### src/rtl/hazard_ctrl.sv
// Pipeline hazard controller: per-stage stall/flush, EX forwarding selects, dmem handshake, stale-fetch discard, event counters.
// Latency: all controls combinational from the current inputs and FSM state; counters update on the next clk edge.
// Backpressure: a pending data access (dmem_ack low) freezes IF..MEM and bubbles WB until the ack arrives.
module hazard_ctrl #(
    parameter int CNT_W = 32
) (
    input  logic             clk,
    input  logic             reset_n,
    input  logic [4:0]       id_rs1_addr,
    input  logic [4:0]       id_rs2_addr,
    input  logic             id_rs1_used,
    input  logic             id_rs2_used,
    input  logic [4:0]       ex_rs1_addr,
    input  logic [4:0]       ex_rs2_addr,
    input  logic             ex_mm_re,
    input  logic             ex_rd_we,
    input  logic [4:0]       ex_rd_addr,
    input  logic             ex_redirect,
    input  logic             mem_mm_re,
    input  logic             mem_mm_we,
    input  logic             mem_rd_we,
    input  logic [4:0]       mem_rd_addr,
    input  logic             wb_rd_we,
    input  logic [4:0]       wb_rd_addr,
    input  logic             imem_ack,
    input  logic             dmem_ack,
    output logic             dmem_req,
    output logic             imem_discard,
    output logic             stall_if,
    output logic             stall_id,
    output logic             stall_ex,
    output logic             stall_mem,
    output logic             flush_id,
    output logic             flush_ex,
    output logic             flush_wb,
    output logic [1:0]       fwd_rs1_sel,
    output logic [1:0]       fwd_rs2_sel,
    output logic [CNT_W-1:0] load_use_cnt,
    output logic [CNT_W-1:0] mem_stall_cnt,
    output logic [CNT_W-1:0] flush_cnt
);

    localparam logic MEM_IDLE = 1'b0;
    localparam logic MEM_WAIT = 1'b1;
    localparam logic F_OK     = 1'b0;
    localparam logic F_KILL   = 1'b1;

    logic r_mem_state;
    logic r_fetch_state;
    logic [CNT_W-1:0] r_load_use_cnt;
    logic [CNT_W-1:0] r_mem_stall_cnt;
    logic [CNT_W-1:0] r_flush_cnt;

    logic w_mem_access;
    logic w_mem_stall;
    logic w_load_use;
    logic w_redirect;
    logic w_discard;
    logic w_mem_fwd_ok;
    logic w_wb_fwd_ok;

    // x0 is never a producer, so it is excluded from every match below
    assign w_mem_fwd_ok = mem_rd_we & ~mem_mm_re & (mem_rd_addr != 5'd0);
    assign w_wb_fwd_ok  = wb_rd_we & (wb_rd_addr != 5'd0);

    // EX operand bypass: the younger MEM result beats WB
    always_comb begin
        fwd_rs1_sel = 2'd0;
        fwd_rs2_sel = 2'd0;
        if (w_mem_fwd_ok && mem_rd_addr == ex_rs1_addr)     fwd_rs1_sel = 2'd1;
        else if (w_wb_fwd_ok && wb_rd_addr == ex_rs1_addr)  fwd_rs1_sel = 2'd2;
        if (w_mem_fwd_ok && mem_rd_addr == ex_rs2_addr)     fwd_rs2_sel = 2'd1;
        else if (w_wb_fwd_ok && wb_rd_addr == ex_rs2_addr)  fwd_rs2_sel = 2'd2;
    end

    assign w_mem_access = mem_mm_re | mem_mm_we;
    assign w_mem_stall  = w_mem_access & ~dmem_ack;
    assign dmem_req     = w_mem_access;

    assign w_load_use = ex_mm_re & ex_rd_we & (ex_rd_addr != 5'd0) &
                        ((id_rs1_used & (id_rs1_addr == ex_rd_addr)) |
                         (id_rs2_used & (id_rs2_addr == ex_rd_addr)));

    // A frozen EX re-presents its redirect once the memory wait clears
    assign w_redirect   = ex_redirect & ~w_mem_stall;
    assign w_discard    = (r_fetch_state == F_KILL) & imem_ack;
    assign imem_discard = w_discard;

    // Stall/flush priority: memory wait, then redirect, then load-use, then fetch
    always_comb begin
        stall_if  = 1'b0;
        stall_id  = 1'b0;
        stall_ex  = 1'b0;
        stall_mem = 1'b0;
        flush_id  = 1'b0;
        flush_ex  = 1'b0;
        flush_wb  = 1'b0;
        if (w_mem_stall) begin
            stall_if  = 1'b1;
            stall_id  = 1'b1;
            stall_ex  = 1'b1;
            stall_mem = 1'b1;
            flush_wb  = 1'b1;
        end else if (w_redirect) begin
            flush_id = 1'b1;
            flush_ex = 1'b1;
        end else if (w_load_use) begin
            stall_if = 1'b1;
            stall_id = 1'b1;
            flush_ex = 1'b1;
        end else if (w_discard) begin
            flush_id = 1'b1;
        end else if (!imem_ack) begin
            stall_if = 1'b1;
            flush_id = 1'b1;
        end
    end

    // Data-memory handshake tracker
    always_ff @(posedge clk or negedge reset_n) begin
        if (!reset_n) begin
            r_mem_state <= MEM_IDLE;
        end else if (r_mem_state == MEM_IDLE) begin
            if (w_mem_stall) r_mem_state <= MEM_WAIT;
        end else begin
            if (dmem_ack) r_mem_state <= MEM_IDLE;
        end
    end

    // Remember an in-flight fetch that a redirect has killed
    always_ff @(posedge clk or negedge reset_n) begin
        if (!reset_n) begin
            r_fetch_state <= F_OK;
        end else if (w_redirect && (!imem_ack || r_fetch_state == F_KILL)) begin
            r_fetch_state <= F_KILL;
        end else if (w_discard) begin
            r_fetch_state <= F_OK;
        end
    end

    // Saturating performance counters
    always_ff @(posedge clk or negedge reset_n) begin
        if (!reset_n) begin
            r_load_use_cnt  <= '0;
            r_mem_stall_cnt <= '0;
            r_flush_cnt     <= '0;
        end else begin
            if (w_load_use && !w_mem_stall && !ex_redirect && r_load_use_cnt != '1)
                r_load_use_cnt <= r_load_use_cnt + CNT_W'(1);
            if (w_mem_stall && r_mem_stall_cnt != '1)
                r_mem_stall_cnt <= r_mem_stall_cnt + CNT_W'(1);
            if (w_redirect && r_flush_cnt != '1)
                r_flush_cnt <= r_flush_cnt + CNT_W'(1);
        end
    end

    assign load_use_cnt  = r_load_use_cnt;
    assign mem_stall_cnt = r_mem_stall_cnt;
    assign flush_cnt     = r_flush_cnt;

endmodule

### config.mk
export PLATFORM = sky130hd
export DESIGN_NAME = hazard_ctrl
export DESIGN_NICKNAME = d
export VERILOG_FILES = /design/src/rtl/hazard_ctrl.sv
export SDC_FILE = /design/constraint.sdc
export NUM_CORES = 1
export LEC_CHECK = 0
export BUFFER_PORTS_ARGS = -buffer_cell sky130_fd_sc_hd__buf_2
export CAP_MARGIN = 20
export CORE_AREA = 10 10 112 114
export DETAILED_ROUTE_END_ITERATION = 8
export DIE_AREA = 0 0 122 124
export HOLD_SLACK_MARGIN = 0.15
export PLACE_DENSITY = 0.76
export SETUP_SLACK_MARGIN = 0.1
export SLEW_MARGIN = 5
export SYNTH_ARGS = -nofsm -noshare
export SYNTH_HDL_FRONTEND = slang
export SYNTH_SLANG_ARGS = --single-unit
### constraint.sdc
create_clock -name clk -period 2.3 [get_ports clk]
set_input_delay 0.345 -clock clk [delete_from_list [all_inputs] [get_ports clk]]
set_output_delay 0.345 -clock clk [all_outputs]
set_load 0.02 [all_outputs]
==> metrics, run 1 <==
wire length on met2=6740 um; largest net degree at the start of global routing=50; Worst Clk Skew=0.00914 ns; Vias=4,292; Syn Area/Cell=10.4 um^2; Rows=37; fin crit period=2.14 ns; WHS Path Cells=2; Gate Count Post-Synth=489; highest routed metal layer=met4; Mapped Area=5100 um^2; routed len/inst=16.9 um; crit path DAT=1.80 ns; Clk network pwr share=0.312; latest clock arrival within the worst-skew pair=0.36 ns; full die area=15,100 um^2; setup_tns=0 ns; Starting Density=0.498; Crit path required time=1.96 ns; synthesis-to-layout area growth=25.3%; Setup CP Type=primary input to output pin; Final setup violation count=0; # fillers=873; combinational power share=0.183; Tot GR Track Use=0.178; vias per cell=5.36; drt drc=0; Final period util=0.933; R2R Setup Slk=0.21 ns; met1 WL=5540 um; worst min path class=primary input to register; core area=10,200 um^2; Final Slew Violations=0; critical path launch point type=primary input; Fmax achieved=466 MHz; DR pass1 iterations=5; Syn Nets=540; Placed Area=6090 um^2; met3 wire len=1060 um; ANT nets after route=0; reg2reg end=flush_cnt[1]$_DFFE_PN0P_; unique cell type count in the Yosys netlist=47; Yosys top cell by area=dfrtp_1; CP endpoint kind=output pin; Psw=1.15 mW; CTS tree=yes; CTS Buffer Depth=2; layout cells sized above 1=0.316; hold path startpoint=imem_ack; Leakage=3.27 nW; RSZ-0062 raised after global routing=true; total grt overflow=0; Sw Ratio=0.296; final instance area=6380 um^2; Worst-Margin Slew=0.579 ns; leading cell type in the layout, fill and taps excluded=buf_2; n_diodes=0; vias in the first global route=4,404; sequential share of the synthesized area=0.476; Num CTS Buffers=9; nets=711; Seq pwr share=0.505; most frequent cells in the layout=buf_2, dfrtp_1, xnor2_1; Power Density=608 nW/um^2; share of the synthesized area in the top cell type=0.476; register area=2430 um^2; Ports=157; Hold EP=r_fetch_state$_DFFE_PN0P_; cell internal pwr=2.73 mW; r2r startpoint=flush_cnt[0]$_DFFE_PN0P_; DR iter-0 viols=208; Fin. Hold Viols=0; VDD IR max=0.520 mV; Die W=122 um; overall routed net length=13,600 um; global-route wire length before repair=22,000 um; post-route worst setup slack=0.155 ns; Post-DP HPWL=10,400 um; worst r2r path cells=6; status=completed; multi-input logic area=2630 um^2; warnings from Yosys=0; antenna violations before repair=0; Seq cells post-synth=97; Die Height=124 um; crit path max fanout=4; GPL Wtd Cong=0.915; H-tree depth=3; port buffer count=156; CTS Sinks=97; Synth area leaders=dfrtp_1, xnor2_1, xor2_1; Setup WS pre-CTS=0.0295 ns; relative slew slack=0.614; clk root buf=clkbuf_8; Max Cap Viol=0; Clock transition at path regs=0.09 ns
[critical path: stages]
cell and delay, ns:
buf_2 0.13, or4_1 0.53, o211ai_2 0.25, nor2b_4 0.09
o31ai_4 0.26, buf_4 0.19
[registers in the layout, indices dropped and copies added (netlist names)]
signal and flops:
mem_stall_cnt 32, r_fetch_state 1, load_use_cnt 32, flush_cnt 32
[cells by family (layout without fill, tap and decap cells)]
kind of cell,after synthesis,in the layout,share of synthesized area
simple gates,234,234,0.259
compound gates,12,12,0.0209
buf+inv,17,193,0.0182
fa+ha+maj,3,3,0.00737
mux,4,4,0.00859
xor+xnor,122,122,0.210
flops,97,97,0.476
[synth_stat cells (all sizes together)]
cell and count:
nand4 33, o31ai 1, or2 1, nor4 13
o21bai 1, nand3b 1, and4 13, o22ai 1
nor2b 4, o211ai 1, clkbuf 1, and2 9
a21boi 1, mux2 3, nor3 16, o21ai 3
nand3 37, xnor2 65, buf 6, and3b 1
a31oi 1, nand4b 1, xor2 57, nor2 36
inv 10, nand2 40, nor3b 2, mux2i 1
dfrtp 97, ha 3, nand2b 2, and3 19
a21oi 3, or4 6
[what timing repair did]
action	CTS	global route
resized for setup	1	8
hold buffers	1	0
pin swaps	0	2
cloned	0	0
hold endpoints to repair	42	0
setup endpoints to repair	3	16
setup buffers	0	2
[layer usage]
layer | global-route usage | up-vias
li1 | - | 2048
met1 | 0.211 | 2078
met2 | 0.297 | 149
met3 | 0.0538 | 17
met4 | 0.0686 | 0
met5 | 0 | -
[cell type report]
class | count | area share
inverter | 10 | 0.00705
timing repair buffer | 167 | 0.138
multi-input combinational | 375 | 0.413
sequential | 97 | 0.380
clock inverter | 3 | 0.00725
clock buffer | 13 | 0.0280
tap | 136 | 0.0267
[how the worst max path moves through the flow]
stage                     cells past startpoint                      from                  endpoint
final                                         6             ex_rd_addr[1]                  flush_id
after global routing                          6             ex_rd_addr[1]                  flush_id
after CTS                                     6            mem_rd_addr[1]            fwd_rs2_sel[1]
after detailed placement                      9             ex_rd_addr[0]                  stall_id
after global placement                        9             ex_rd_addr[1]                  stall_id
after floorplan                               6  flush_cnt[0]$_DFFE_PN0P_  flush_cnt[1]$_DFFE_PN0P_
[power groups by stage]
stage                     sequential (mW)  combinational (mW)  clock, mW
after floorplan                      2.11               0.269          0
after global placement               1.98               0.693          0
after detailed placement             1.99               0.714          0
after CTS                            1.96               0.716       1.24
after global routing                 1.99               0.776       1.32
final                                1.96               0.710       1.21
[through the flow]
stage / hold slack, ns / total power [mW] / instances / utilization
finish: 0.214 / 3.88 / 801 / 0.624
floorplan: 0.0494 / 2.38 / 489 / -
global placement: 0.382 / 2.68 / 782 / 0.595
global route: 0.219 / 4.09 / 801 / 0.624
CTS: 0.198 / 3.92 / 799 / 0.619
detailed placement: 0.391 / 2.70 / 782 / 0.595
Note: power is estimated with default switching activity, not from simulation.
==> run 2: changes to the inputs <==
--- a/config.mk
+++ b/config.mk
@@ -7,11 +7,11 @@
 export LEC_CHECK = 0
 export BUFFER_PORTS_ARGS = -buffer_cell sky130_fd_sc_hd__buf_2
 export CAP_MARGIN = 20
-export CORE_AREA = 10 10 112 114
+export CORE_AREA = 10 10 110 112
 export DETAILED_ROUTE_END_ITERATION = 8
-export DIE_AREA = 0 0 122 124
+export DIE_AREA = 0 0 120 122
 export HOLD_SLACK_MARGIN = 0.15
-export PLACE_DENSITY = 0.76
+export PLACE_DENSITY = 0.79
 export SETUP_SLACK_MARGIN = 0.1
 export SLEW_MARGIN = 5
 export SYNTH_ARGS = -nofsm -noshare
==> run 2 against run 1 <==
  * Maximum frequency up 1.0%
  * Largest cell class unchanged
  * Global-route usage is 0.063 points lower
  * Clock-buffer cell count down 1
  * First-iteration DRC count down 2.4%
  * Non-clock buffer count is 4 lower
  * Critical path depth unchanged
  * Largest power group unchanged
  * Via count increased by 1.7%
  * Cell area decreased by 0.69%
  * Flip-flop and latch count did not move
  * Clock skew shrank 0.0016 ns
  * Sequential share of layout area grew 0.26 points
  * Register-to-register slack got worse by 0.03 ns
==> metrics, run 2 (synthesis gave the netlist of run 1 again) <==
relative slew slack=0.672 (was 0.614); setup_tns=0 ns (unchanged); Fmax achieved=471 MHz (was 466 MHz); worst min path class=primary input to register (unchanged); routed len/inst=16.6 um (was 16.9 um); Critical Path Slowest Stage Cell=or4_1 (unchanged); VDD IR max=0.577 mV (was 0.520 mV); Final Slew Violations=0 (unchanged); DR pass1 iterations=4 (was 5); port buffer count=156 (unchanged); Hold EP=r_fetch_state$_DFFE_PN0P_ (unchanged); overall routed net length=13,200 um (was 13,600 um); Crit path required time=1.96 ns (about the same); crit path max fanout=5 (was 4); reg2reg end=flush_cnt[1]$_DFFE_PN0P_ (unchanged); WHS Path Cells=2 (unchanged); CTS tree=yes (unchanged); total grt overflow=0 (unchanged); Worst path max stage delay=0.53 ns (about the same); Final period util=0.923 (was 0.933); DR iter-0 viols=203 (was 208); R2R Setup Slk=0.18 ns (was 0.21 ns); CP endpoint kind=output pin (unchanged); core area=10,000 um^2 (was 10,200 um^2); largest net degree at the start of global routing=62 (was 50); status=completed (unchanged); r2r startpoint=flush_cnt[0]$_DFFE_PN0P_ (unchanged); Post-DP HPWL=10,200 um (was 10,400 um); GPL Wtd Cong=0.923 (was 0.915); Die W=120 um (was 122 um); Power Density=605 nW/um^2 (was 608 nW/um^2); cell internal pwr=2.69 mW (was 2.73 mW); worst path cell trace=buf_2 > or4_1 > o211ai_2 > nor2b_4 > o31ai_2 > buf_2 (was buf_2 > or4_1 > o211ai_2 > nor2b_4 > o31ai_4 > buf_4); Tot GR Track Use=0.177 (was 0.178); Max Cap Viol=0 (unchanged); Worst-Margin Slew=0.487 ns (was 0.579 ns); layout cells sized above 1=0.313 (was 0.316); vias per cell=5.48 (was 5.36); fin crit period=2.12 ns (was 2.14 ns); Sw Ratio=0.298 (was 0.296); Placed Cells=780 (was 782); Post-Layout Cell Count=797 (was 801); ANT nets after route=0 (unchanged); clk root buf=clkbuf_8 (unchanged); Seq pwr share=0.511 (was 0.505); Final setup violation count=0 (unchanged); Starting Density=0.507 (was 0.498); nets=707 (was 711); Leakage=3.24 nW (was 3.27 nW); full die area=14,600 um^2 (was 15,100 um^2); hold path startpoint=imem_ack (unchanged); Rows=37 (unchanged); Ports=157 (unchanged); most frequent cells in the layout=buf_2, dfrtp_1, xnor2_1 (unchanged); RSZ-0062 raised after global routing=true (unchanged); antenna violations before repair=0 (unchanged); n_diodes=0 (unchanged); Clock transition at path regs=0.09 ns (about the same); Num CTS Buffers=9 (unchanged); Worst Clk Skew=0.00757 ns (was 0.00914 ns); worst r2r path cells=6 (unchanged); Clk network pwr share=0.306 (was 0.312); Final Util=0.631 (was 0.624); Vias=4,364 (was 4,292); H-tree depth=3 (unchanged); Fin. Hold Viols=0 (unchanged); vias in the first global route=4,423 (was 4,404); global-route wire length before repair=21,700 um (was 22,000 um); combinational power share=0.183 (about the same); Setup CP Type=primary input to output pin (unchanged); critical path launch point type=primary input (unchanged); Critical Path Most Common Cell=buf_2; Placed Area=6080 um^2 (was 6090 um^2); CTS Sinks=97 (unchanged); synthesis-to-layout area growth=24.4% (was 25.3%); # fillers=830 (was 873); drt drc=0 (unchanged); leading cell type in the layout, fill and taps excluded=buf_2 (unchanged); CTS Buffer Depth=2 (unchanged); final instance area=6340 um^2 (was 6380 um^2); crit path DAT=1.78 ns (was 1.80 ns); Setup WS pre-CTS=0.0120 ns (was 0.0295 ns); Die Height=122 um (was 124 um); post-route worst setup slack=0.177 ns (was 0.155 ns); Psw=1.14 mW (was 1.15 mW); latest clock arrival within the worst-skew pair=0.36 ns (about the same)
[run 2: what timing repair did]
action | in CTS | in global routing
setup buffers | 0 | 0
resized for setup | 2 | 6
endpoints found under the hold margin | 36 | 0
pin swaps | 0 | 0
setup endpoints to repair | 2 | 14
hold buffers | 1 | 0
[run 2: cell type report]
class,count,area (um^2),share of cell area
well taps,136,170,0.0268
inverters,10,45.0,0.00710
clock inverters,4,50.0,0.00789
clock buffers,12,165,0.0260
multi-input cells,375,2630,0.415
flip-flops and latches,97,2430,0.383
repair buffers,163,851,0.134
[run 2: worst max path at each step]
stage / start / to / cells after the start
global route: flush_cnt[0]$_DFFE_PN0P_ / flush_cnt[1]$_DFFE_PN0P_ / 6
finish: ex_rd_addr[1] / flush_id / 6
floorplan: flush_cnt[0]$_DFFE_PN0P_ / flush_cnt[1]$_DFFE_PN0P_ / 6
CTS: flush_cnt[0]$_DFFE_PN0P_ / flush_cnt[1]$_DFFE_PN0P_ / 6
detailed placement: ex_rd_addr[4] / stall_if / 8
global placement: ex_rd_addr[0] / stall_if / 8
[run 2: critical path, delay by kind of cell]
family / cells / cell delay [ns]
compound gates: 2 / 0.48
buf+inv: 2 / 0.31
simple gates: 2 / 0.63
[run 2: per-layer routing]
| metal | vias up | GRT usage | wire (um) |
|---|---|---|---|
| met2 | 137 | 0.306 | 6460 |
| met1 | 2160 | 0.205 | 5750 |
| met3 | 20 | 0.0449 | 777 |
| li1 | 2047 | - | - |
| met4 | 0 | 0.0732 | 252 |
| met5 | - | 0 | 0 |
[run 2: metrics by stage]
stage          hold slack (ns)  power [mW]
6_report                 0.209        3.84
5_1_grt                  0.227        4.02
4_1_cts                  0.200        3.87
3_5_place_dp             0.342        2.70
3_3_place_gp             0.336        2.67
2_1_floorplan           0.0494        2.38
[run 2: power by group through the flow]
stage	clock, mW	combinational [mW]	sequential [mW]
4_1_cts	1.20	0.715	1.96
2_1_floorplan	0	0.269	2.11
6_report	1.18	0.703	1.96
3_3_place_gp	0	0.685	1.98
5_1_grt	1.27	0.771	1.98
3_5_place_dp	0	0.715	1.99
